<file path="src/rtl/irq_ctrl_pkg.sv">
// Shared constants, register map and helpers for the irq_ctrl interrupt aggregator.
package irq_ctrl_pkg;

    localparam int unsigned MAX_SRC = 8;
    localparam int unsigned NUM_IRQ = 4;
    localparam int unsigned ROUTE_W = 2;
    localparam int unsigned DATA_W  = 16;
    localparam int unsigned ID_W    = 16;

    typedef enum logic [1:0] {
        REG_MASK  = 2'd0,
        REG_ROUTE = 2'd1,
        REG_CLEAR = 2'd2,
        REG_SET   = 2'd3
    } reg_sel_e;

    typedef struct packed {
        logic [MAX_SRC-1:0] mask;
        logic [MAX_SRC-1:0] pending;
    } status_t;

    // Two-bit IRQ line selected for source idx.
    function automatic logic [ROUTE_W-1:0] route_of(input logic [DATA_W-1:0] route,
                                                    input int unsigned idx);
        return route[idx*ROUTE_W +: ROUTE_W];
    endfunction

endpackage

</file>
<file path="src/rtl/irq_ctrl_if.sv">
// NMPSM3 port-bus view of irq_ctrl: write strobe, id, data out and the status word.
interface irq_ctrl_if;
    import irq_ctrl_pkg::*;

    logic              write;
    logic [ID_W-1:0]   id;
    logic [DATA_W-1:0] din;
    logic [DATA_W-1:0] status;

    modport master (output write, output id, output din, input status);
    modport slave  (input write, input id, input din, output status);

endinterface

</file>
<file path="src/rtl/irq_edge_det.sv">
// One-bit rising-edge detector with an optional 2-flop synchronizer in front.
// Define IRQC_SYNC_EN to insert the synchronizer for asynchronous sources.
module irq_edge_det (
    input  logic clk,
    input  logic reset,
    input  logic src_i,
    output logic edge_c
);

    logic s;
    logic s_q;

`ifdef IRQC_SYNC_EN
    logic [1:0] sync_q;

    always_ff @(posedge clk or posedge reset) begin
        if (reset) begin
            sync_q <= 2'b00;
        end else begin
            sync_q <= {sync_q[0], src_i};
        end
    end

    assign s = sync_q[1];
`else
    assign s = src_i;
`endif

    always_ff @(posedge clk or posedge reset) begin
        if (reset) begin
            s_q <= 1'b0;
        end else begin
            s_q <= s;
        end
    end

    assign edge_c = s & ~s_q;

endmodule

</file>
<file path="src/rtl/irq_ctrl.sv">
// Interrupt aggregator: edge-latches up to 8 sources, masks and routes them onto IRQ0..3.
// Build option IRQC_SYNC_EN adds a 2-flop synchronizer per source (see irq_edge_det).
module irq_ctrl
    import irq_ctrl_pkg::*;
#(
    parameter logic [ID_W-1:0] BASE_ID = 16'h00A0,
    parameter int unsigned     NUM_SRC = 8
) (
    input  logic               clk,
    input  logic               reset,
    irq_ctrl_if.slave          bus,
    input  logic [MAX_SRC-1:0] src,
    input  logic [NUM_IRQ-1:0] irq_ack,
    output logic [NUM_IRQ-1:0] irq
);

    // Bits at or above NUM_SRC never hold state.
    localparam logic [MAX_SRC-1:0] SRC_MASK = MAX_SRC'((64'd1 << NUM_SRC) - 64'd1);

    logic [MAX_SRC-1:0] mask_q,    mask_d;
    logic [DATA_W-1:0]  route_q,   route_d;
    logic [MAX_SRC-1:0] pending_q, pending_d;
    logic [NUM_IRQ-1:0] irq_q,     irq_d;

    logic [MAX_SRC-1:0] src_edge_c;
    logic [ID_W-1:0]    id_off_c;
    logic               reg_hit_c;
    reg_sel_e           reg_sel_c;
    logic               wr_mask_c, wr_route_c, wr_clear_c, wr_set_c;
    logic [MAX_SRC-1:0] ack_clr_c, set_terms_c, clr_terms_c;
    status_t            status_c;

    for (genvar g = 0; g < MAX_SRC; g++) begin : g_src
        if (g < NUM_SRC) begin : g_used
            irq_edge_det u_edge (
                .clk    (clk),
                .reset  (reset),
                .src_i  (src[g]),
                .edge_c (src_edge_c[g])
            );
        end else begin : g_tied
            assign src_edge_c[g] = 1'b0;
        end
    end

    // Register decode: a write hits when id falls in BASE_ID..BASE_ID+3.
    always_comb begin
        id_off_c   = bus.id - BASE_ID;
        reg_hit_c  = bus.write && (id_off_c < ID_W'(4));
        reg_sel_c  = reg_sel_e'(id_off_c[1:0]);
        wr_mask_c  = reg_hit_c && (reg_sel_c == REG_MASK);
        wr_route_c = reg_hit_c && (reg_sel_c == REG_ROUTE);
        wr_clear_c = reg_hit_c && (reg_sel_c == REG_CLEAR);
        wr_set_c   = reg_hit_c && (reg_sel_c == REG_SET);
    end

    // Next-state for configuration, pending and irq; set beats clear.
    always_comb begin
        mask_d      = mask_q;
        route_d     = route_q;
        ack_clr_c   = '0;
        irq_d       = '0;

        if (wr_mask_c) begin
            mask_d = bus.din[MAX_SRC-1:0] & SRC_MASK;
        end
        if (wr_route_c) begin
            route_d = bus.din;
        end

        for (int unsigned i = 0; i < MAX_SRC; i++) begin
            ack_clr_c[i] = irq_ack[route_of(route_q, i)];
        end

        set_terms_c = src_edge_c | (wr_set_c ? bus.din[MAX_SRC-1:0] : '0);
        clr_terms_c = ack_clr_c | (wr_clear_c ? bus.din[MAX_SRC-1:0] : '0);
        pending_d   = (set_terms_c | (pending_q & ~clr_terms_c)) & SRC_MASK;

        for (int unsigned n = 0; n < NUM_IRQ; n++) begin
            for (int unsigned i = 0; i < MAX_SRC; i++) begin
                if (pending_q[i] && mask_q[i] && (route_of(route_q, i) == ROUTE_W'(n))) begin
                    irq_d[n] = 1'b1;
                end
            end
        end
    end

    always_ff @(posedge clk or posedge reset) begin
        if (reset) begin
            mask_q    <= '0;
            route_q   <= '0;
            pending_q <= '0;
            irq_q     <= '0;
        end else begin
            mask_q    <= mask_d;
            route_q   <= route_d;
            pending_q <= pending_d;
            irq_q     <= irq_d;
        end
    end

    always_comb begin
        status_c.mask    = mask_q;
        status_c.pending = pending_q;
    end

    assign bus.status = status_c;
    assign irq        = irq_q;

endmodule
</file>
<file path="src/flat_wrapper.sv">
// flat-port wrapper written by rule: the top's interface ports become plain ports
module irq_ctrl_flat import irq_ctrl_pkg::*;
#(
    parameter logic [ID_W-1:0] BASE_ID = 16'h00A0,
    parameter int unsigned     NUM_SRC = 8
)
  (clk, reset, src, irq_ack, irq, bus_write, bus_id, bus_din, bus_status);
  irq_ctrl_if bus_i ();
  input  logic clk;
  input  logic reset;
  input  logic [MAX_SRC-1:0] src;
  input  logic [NUM_IRQ-1:0] irq_ack;
  output logic [NUM_IRQ-1:0] irq;
  input wire logic [$bits(bus_i.write)-1:0] bus_write;
  input wire logic [$bits(bus_i.id)-1:0] bus_id;
  input wire logic [$bits(bus_i.din)-1:0] bus_din;
  output wire logic [$bits(bus_i.status)-1:0] bus_status;
  assign bus_i.write = bus_write;
  assign bus_i.id = bus_id;
  assign bus_i.din = bus_din;
  assign bus_status = bus_i.status;
  irq_ctrl #(.BASE_ID(BASE_ID), .NUM_SRC(NUM_SRC)) u_core (.clk(clk), .reset(reset), .bus(bus_i), .src(src), .irq_ack(irq_ack), .irq(irq));
endmodule
</file>
<file path="config.mk">
export PLATFORM = sky130hd
export DESIGN_NAME = irq_ctrl_flat
export DESIGN_NICKNAME = d
export VERILOG_FILES = /design/src/rtl/irq_ctrl_pkg.sv /design/src/rtl/irq_ctrl_if.sv /design/src/rtl/irq_edge_det.sv /design/src/rtl/irq_ctrl.sv /design/src/flat_wrapper.sv
export SDC_FILE = /design/constraint.sdc
export NUM_CORES = 1
export LEC_CHECK = 0
export ABC_AREA = 1
export ABC_CLOCK_PERIOD_IN_PS = 1250
export CORE_MARGIN = 1
export CORE_UTILIZATION = 49
export DETAILED_ROUTE_END_ITERATION = 10
export PLACE_DENSITY = 0.8
export SLEW_MARGIN = 20
export SYNTH_ARGS = -nofsm -noshare
export SYNTH_HDL_FRONTEND = slang
export SYNTH_HIERARCHICAL = 1
export SYNTH_SLANG_ARGS = --single-unit
export TNS_END_PERCENT = 1
</file>
<file path="constraint.sdc">
create_clock -name clk -period 1.25 [get_ports clk]
set_input_delay 0.25 -clock clk [delete_from_list [all_inputs] [get_ports clk]]
set_output_delay 0.25 -clock clk [all_outputs]
set_load 0.02 [all_outputs]
</file>
==> metrics <==
routability cong.=roughly 0.9; status=finished with violations; Synth Area in Adders=less than 1%; RSZ-0062 raised after global routing=yes; total CTS buffers=5; number of synthesized flops with an enable pin=0; count leader, synth=nand2_1; Sink Count=44; cells after synthesis=around 360; Clock Tree Root=clkbuf_8; final setup fails=26; # DRC=0; post-synthesis sequential area ratio=42.0%; CTS tree=built; total core area=roughly 5100 um2; FF+latch count, synth=between 40 and 50; n_diodes=0; Hold Buf Count CTS=0; post-layout min period=around 1.4 ns; main flop type after synthesis=dfrtp_1; vias in the first global route=roughly 2800; Post-Synth XOR/XNOR Area=0%; Initial Util=between 50 and 60%; top cells by area, synth=dfrtp_1 (42%), nand2_1 (13%), inv_1 (8.7%); final setup margin=-0.134 ns; crit path kind=in2reg; syn nets=slightly above 400; fin nets=512; Critical path buffers and inverters=2; cells along the critical path=buf_8, inv_8, ha_4, nand4_1, nor2_2, nand3_4, nor2_8, nand3_4, nand2_2, nand2_2; max incr delay on CP=between 0.2 and 0.3 ns; FFs w/ async S/R, synth=100%; Post-Layout Inst Area=roughly 3900 um2; IO Pins=67; first-pass GRT wire length=about 12000 um; Post-DP HPWL=roughly 5700 um; Pleak=2.01 nW; DIE WIDTH=75.1 um; Slew headroom=73.9%; ANT nets after route=0; mux share of post-synthesis cell area=0%; Hold Violations, Final=0; Avg WL per Cell=around 15 um; vias=slightly above 3000; Row Count=26; Placement Setup Slack=-0.958 ns; Clk pin slew, worst setup/hold paths=about 0.09 ns; CP max FO=8; First-pass DRT Iterations=5; die area=about 5600 um2; Tot Pwr=roughly 3.2 mW; post-synth top area cell=dfrtp_1; via/cell ratio=5.67; slew of the pin with the lowest slew margin=roughly 0.39 ns; layout cells sized above 1=about 22%; Req. time, crit path=1.44 ns; Worst-Skew Late Latency=about 0.30 ns; height of the die=roughly 75 um; Post-Synth Simple-Gate Area=between 40 and 50%; Compound-Gate Fraction of Synth Area=under 10%; synth warn=6; post-synth top area share=42.0%; main combinational cell family by area after synthesis=simple AND/OR/NAND/NOR gates; HP Class=in2async; Peak VDD IR=~0.57 mV; Max-Cap Viols=0; dpl cell area=roughly 3600 um2; Area Growth Syn to Fin=47.4%; Fillers=around 420; total congestion overflow=0; failing checks=negative setup slack; routed wire length=8190 um; crit share post-route=111%; PortBufs=66; DRT iter0 DRCs=between 200 and 300; CP arrival=1.57 ns; CP max stage cell=ha_4; Pwr Density=between 800 and 900 nW/um2; initial antenna violation count=0; CTS Buffer Depth=2; H-tree lvl count=2; Top delay family on crit path=simple AND/OR/NAND/NOR gates; fmax=just over 700 MHz; Yosys cell types=27; clock skew=0.00788 ns; CP Launch Type=input port; largest net degree at the start of global routing=37; Total GRT Usage=29.3%; Mapped Area=between 2000 and 3000 um2; average size of a mapped cell=approximately 7.3 um2; most frequent cells after synthesis=nand2_1 (94), inv_1 (61), dfrtp_1 (44); final slew viol count=0; CP Capture Type=flip-flop
## what timing repair did
| item | in CTS | in global routing |
|---|---|---|
| cloned | 2 | 1 |
| pin swaps | 7 | 16 |
| resized for setup | 62 | 58 |
| buffers inserted | 2 | 2 |
| endpoints found under the hold margin | 0 | 0 |
| setup endpoints to repair | 55 | 50 |
## layer usage
metal  wire length (um)  GRT usage, %  up-vias  part of all wire, %
met1               3150          34.9     1409                   38
met2               4150          52.9      187                   51
met3                654          4.95       29                  8.0
li1                   -             -     1411                    -
met4                236          10.5        0                  2.9
met5                  0             0        -                    0
## cell type report
| type | instances | area (um2) | area share (%) |
|---|---|---|---|
| sequential | 44 | 1100 | 28.6 |
| clock inverter | 3 | 47.5 | 1.23 |
| inverter | 64 | 253 | 6.54 |
| timing repair buffer | 103 | 975 | 25.2 |
| multi-input combinational | 246 | 1330 | 34.3 |
| clock buffer | 5 | 68.8 | 1.78 |
| tap | 70 | 87.6 | 2.27 |
## through the flow
step | TNS [ns] | hold WS (ns) | cells | utilization [%]
2_1_floorplan | -4.56 | -0.0213 | 361 | -
3_3_place_gp | -26.55 | 0.508 | 520 | 70.9
3_5_place_dp | -28.19 | 0.514 | 520 | 70.9
4_1_cts | -5.55 | 0.254 | 532 | 74.0
5_1_grt | -3.78 | 0.275 | 535 | 75.1
6_report | -2.30 | 0.257 | 535 | 75.1
## path summary, 6_finish.rpt
check                                  startpoint                                 to  slack, ns  depth (start not counted)
worst max-delay path                    bus_id[5]                  u_core/route_q[2]      -0.13                         10
worst min-delay path                        reset  u_core/g_src[7].g_used.u_edge/s_q       0.26                          3
worst max register to register  u_core/route_q[5]                      u_core/irq[2]      -0.02                          4
worst min register to register   u_core/mask_q[0]                   u_core/mask_q[0]       0.55                          2
max in group asynchronous                   reset                 u_core/route_q[12]       0.74                          3
min in group clk                           src[2]  u_core/g_src[2].g_used.u_edge/s_q       0.40                          1
## power by group
group          switching [mW]  internal, mW  leakage (nW)  total, mW
registers              0.0264          1.46         0.577       1.48
logic                   0.293         0.279          1.38      0.572
clock network           0.520         0.602        0.0583       1.12
total                   0.840          2.34          2.01       3.18
## worst register-to-register path, stage by stage (launching register included)
cell	delay, ns
dfrtp_2	0.46
inv_1	0.15
nor3_1	0.08
nor4_1	0.34
nand2_1	0.11
## sequential cells by signal, summed over array words and instances (netlist names)
| name | flops |
|---|---|
| u_core/mask_q | 8 |
| u_core/g_src.g_used.u_edge/s_q | 8 |
| u_core/irq | 4 |
| u_core/pending_q | 8 |
| u_core/route_q | 16 |
## kinds of logic (layout without fill, tap and decap cells)
logic type | count (synthesis) | after routing
adder cells (fa/ha/maj) | 1 | 1
AND/OR/NAND/NOR | 230 | 232
AO/OA/AOI/OAI | 13 | 13
buffers and inverters | 73 | 175
flip-flops | 44 | 44
## layout by cell type (no fill, tap or decap), types with 2 or more instances in the layout
| cell | netlist | final |
|---|---|---|
| a211oi_1 | 2 | 2 |
| a31oi_1 | 5 | 4 |
| buf_12 | 0 | 5 |
| buf_2 | 1 | 10 |
| buf_4 | 3 | 30 |
| buf_8 | 0 | 2 |
| clkbuf_2 | 0 | 7 |
| clkbuf_8 | 0 | 5 |
| clkdlybuf4s15_1 | 0 | 2 |
| clkdlybuf4s15_2 | 0 | 2 |
| clkdlybuf4s50_1 | 0 | 28 |
| clkinv_1 | 2 | 2 |
| clkinv_4 | 0 | 2 |
| dfrtp_1 | 44 | 41 |
| dfrtp_2 | 0 | 3 |
| dlymetal6s2s_1 | 0 | 16 |
| inv_1 | 61 | 56 |
| inv_2 | 1 | 4 |
| nand2_1 | 94 | 89 |
| nand2_2 | 1 | 6 |
| nand3_1 | 38 | 37 |
| nand3_4 | 1 | 4 |
| nand4_1 | 30 | 30 |
| nor2_1 | 11 | 9 |
| nor2_2 | 8 | 10 |
| nor2_4 | 1 | 2 |
| nor3_1 | 34 | 34 |
| nor4_1 | 8 | 6 |
| nor4_2 | 0 | 2 |
| o21ai_0 | 2 | 2 |
| o31ai_1 | 3 | 3 |
Power figures use the tool's default switching activity.
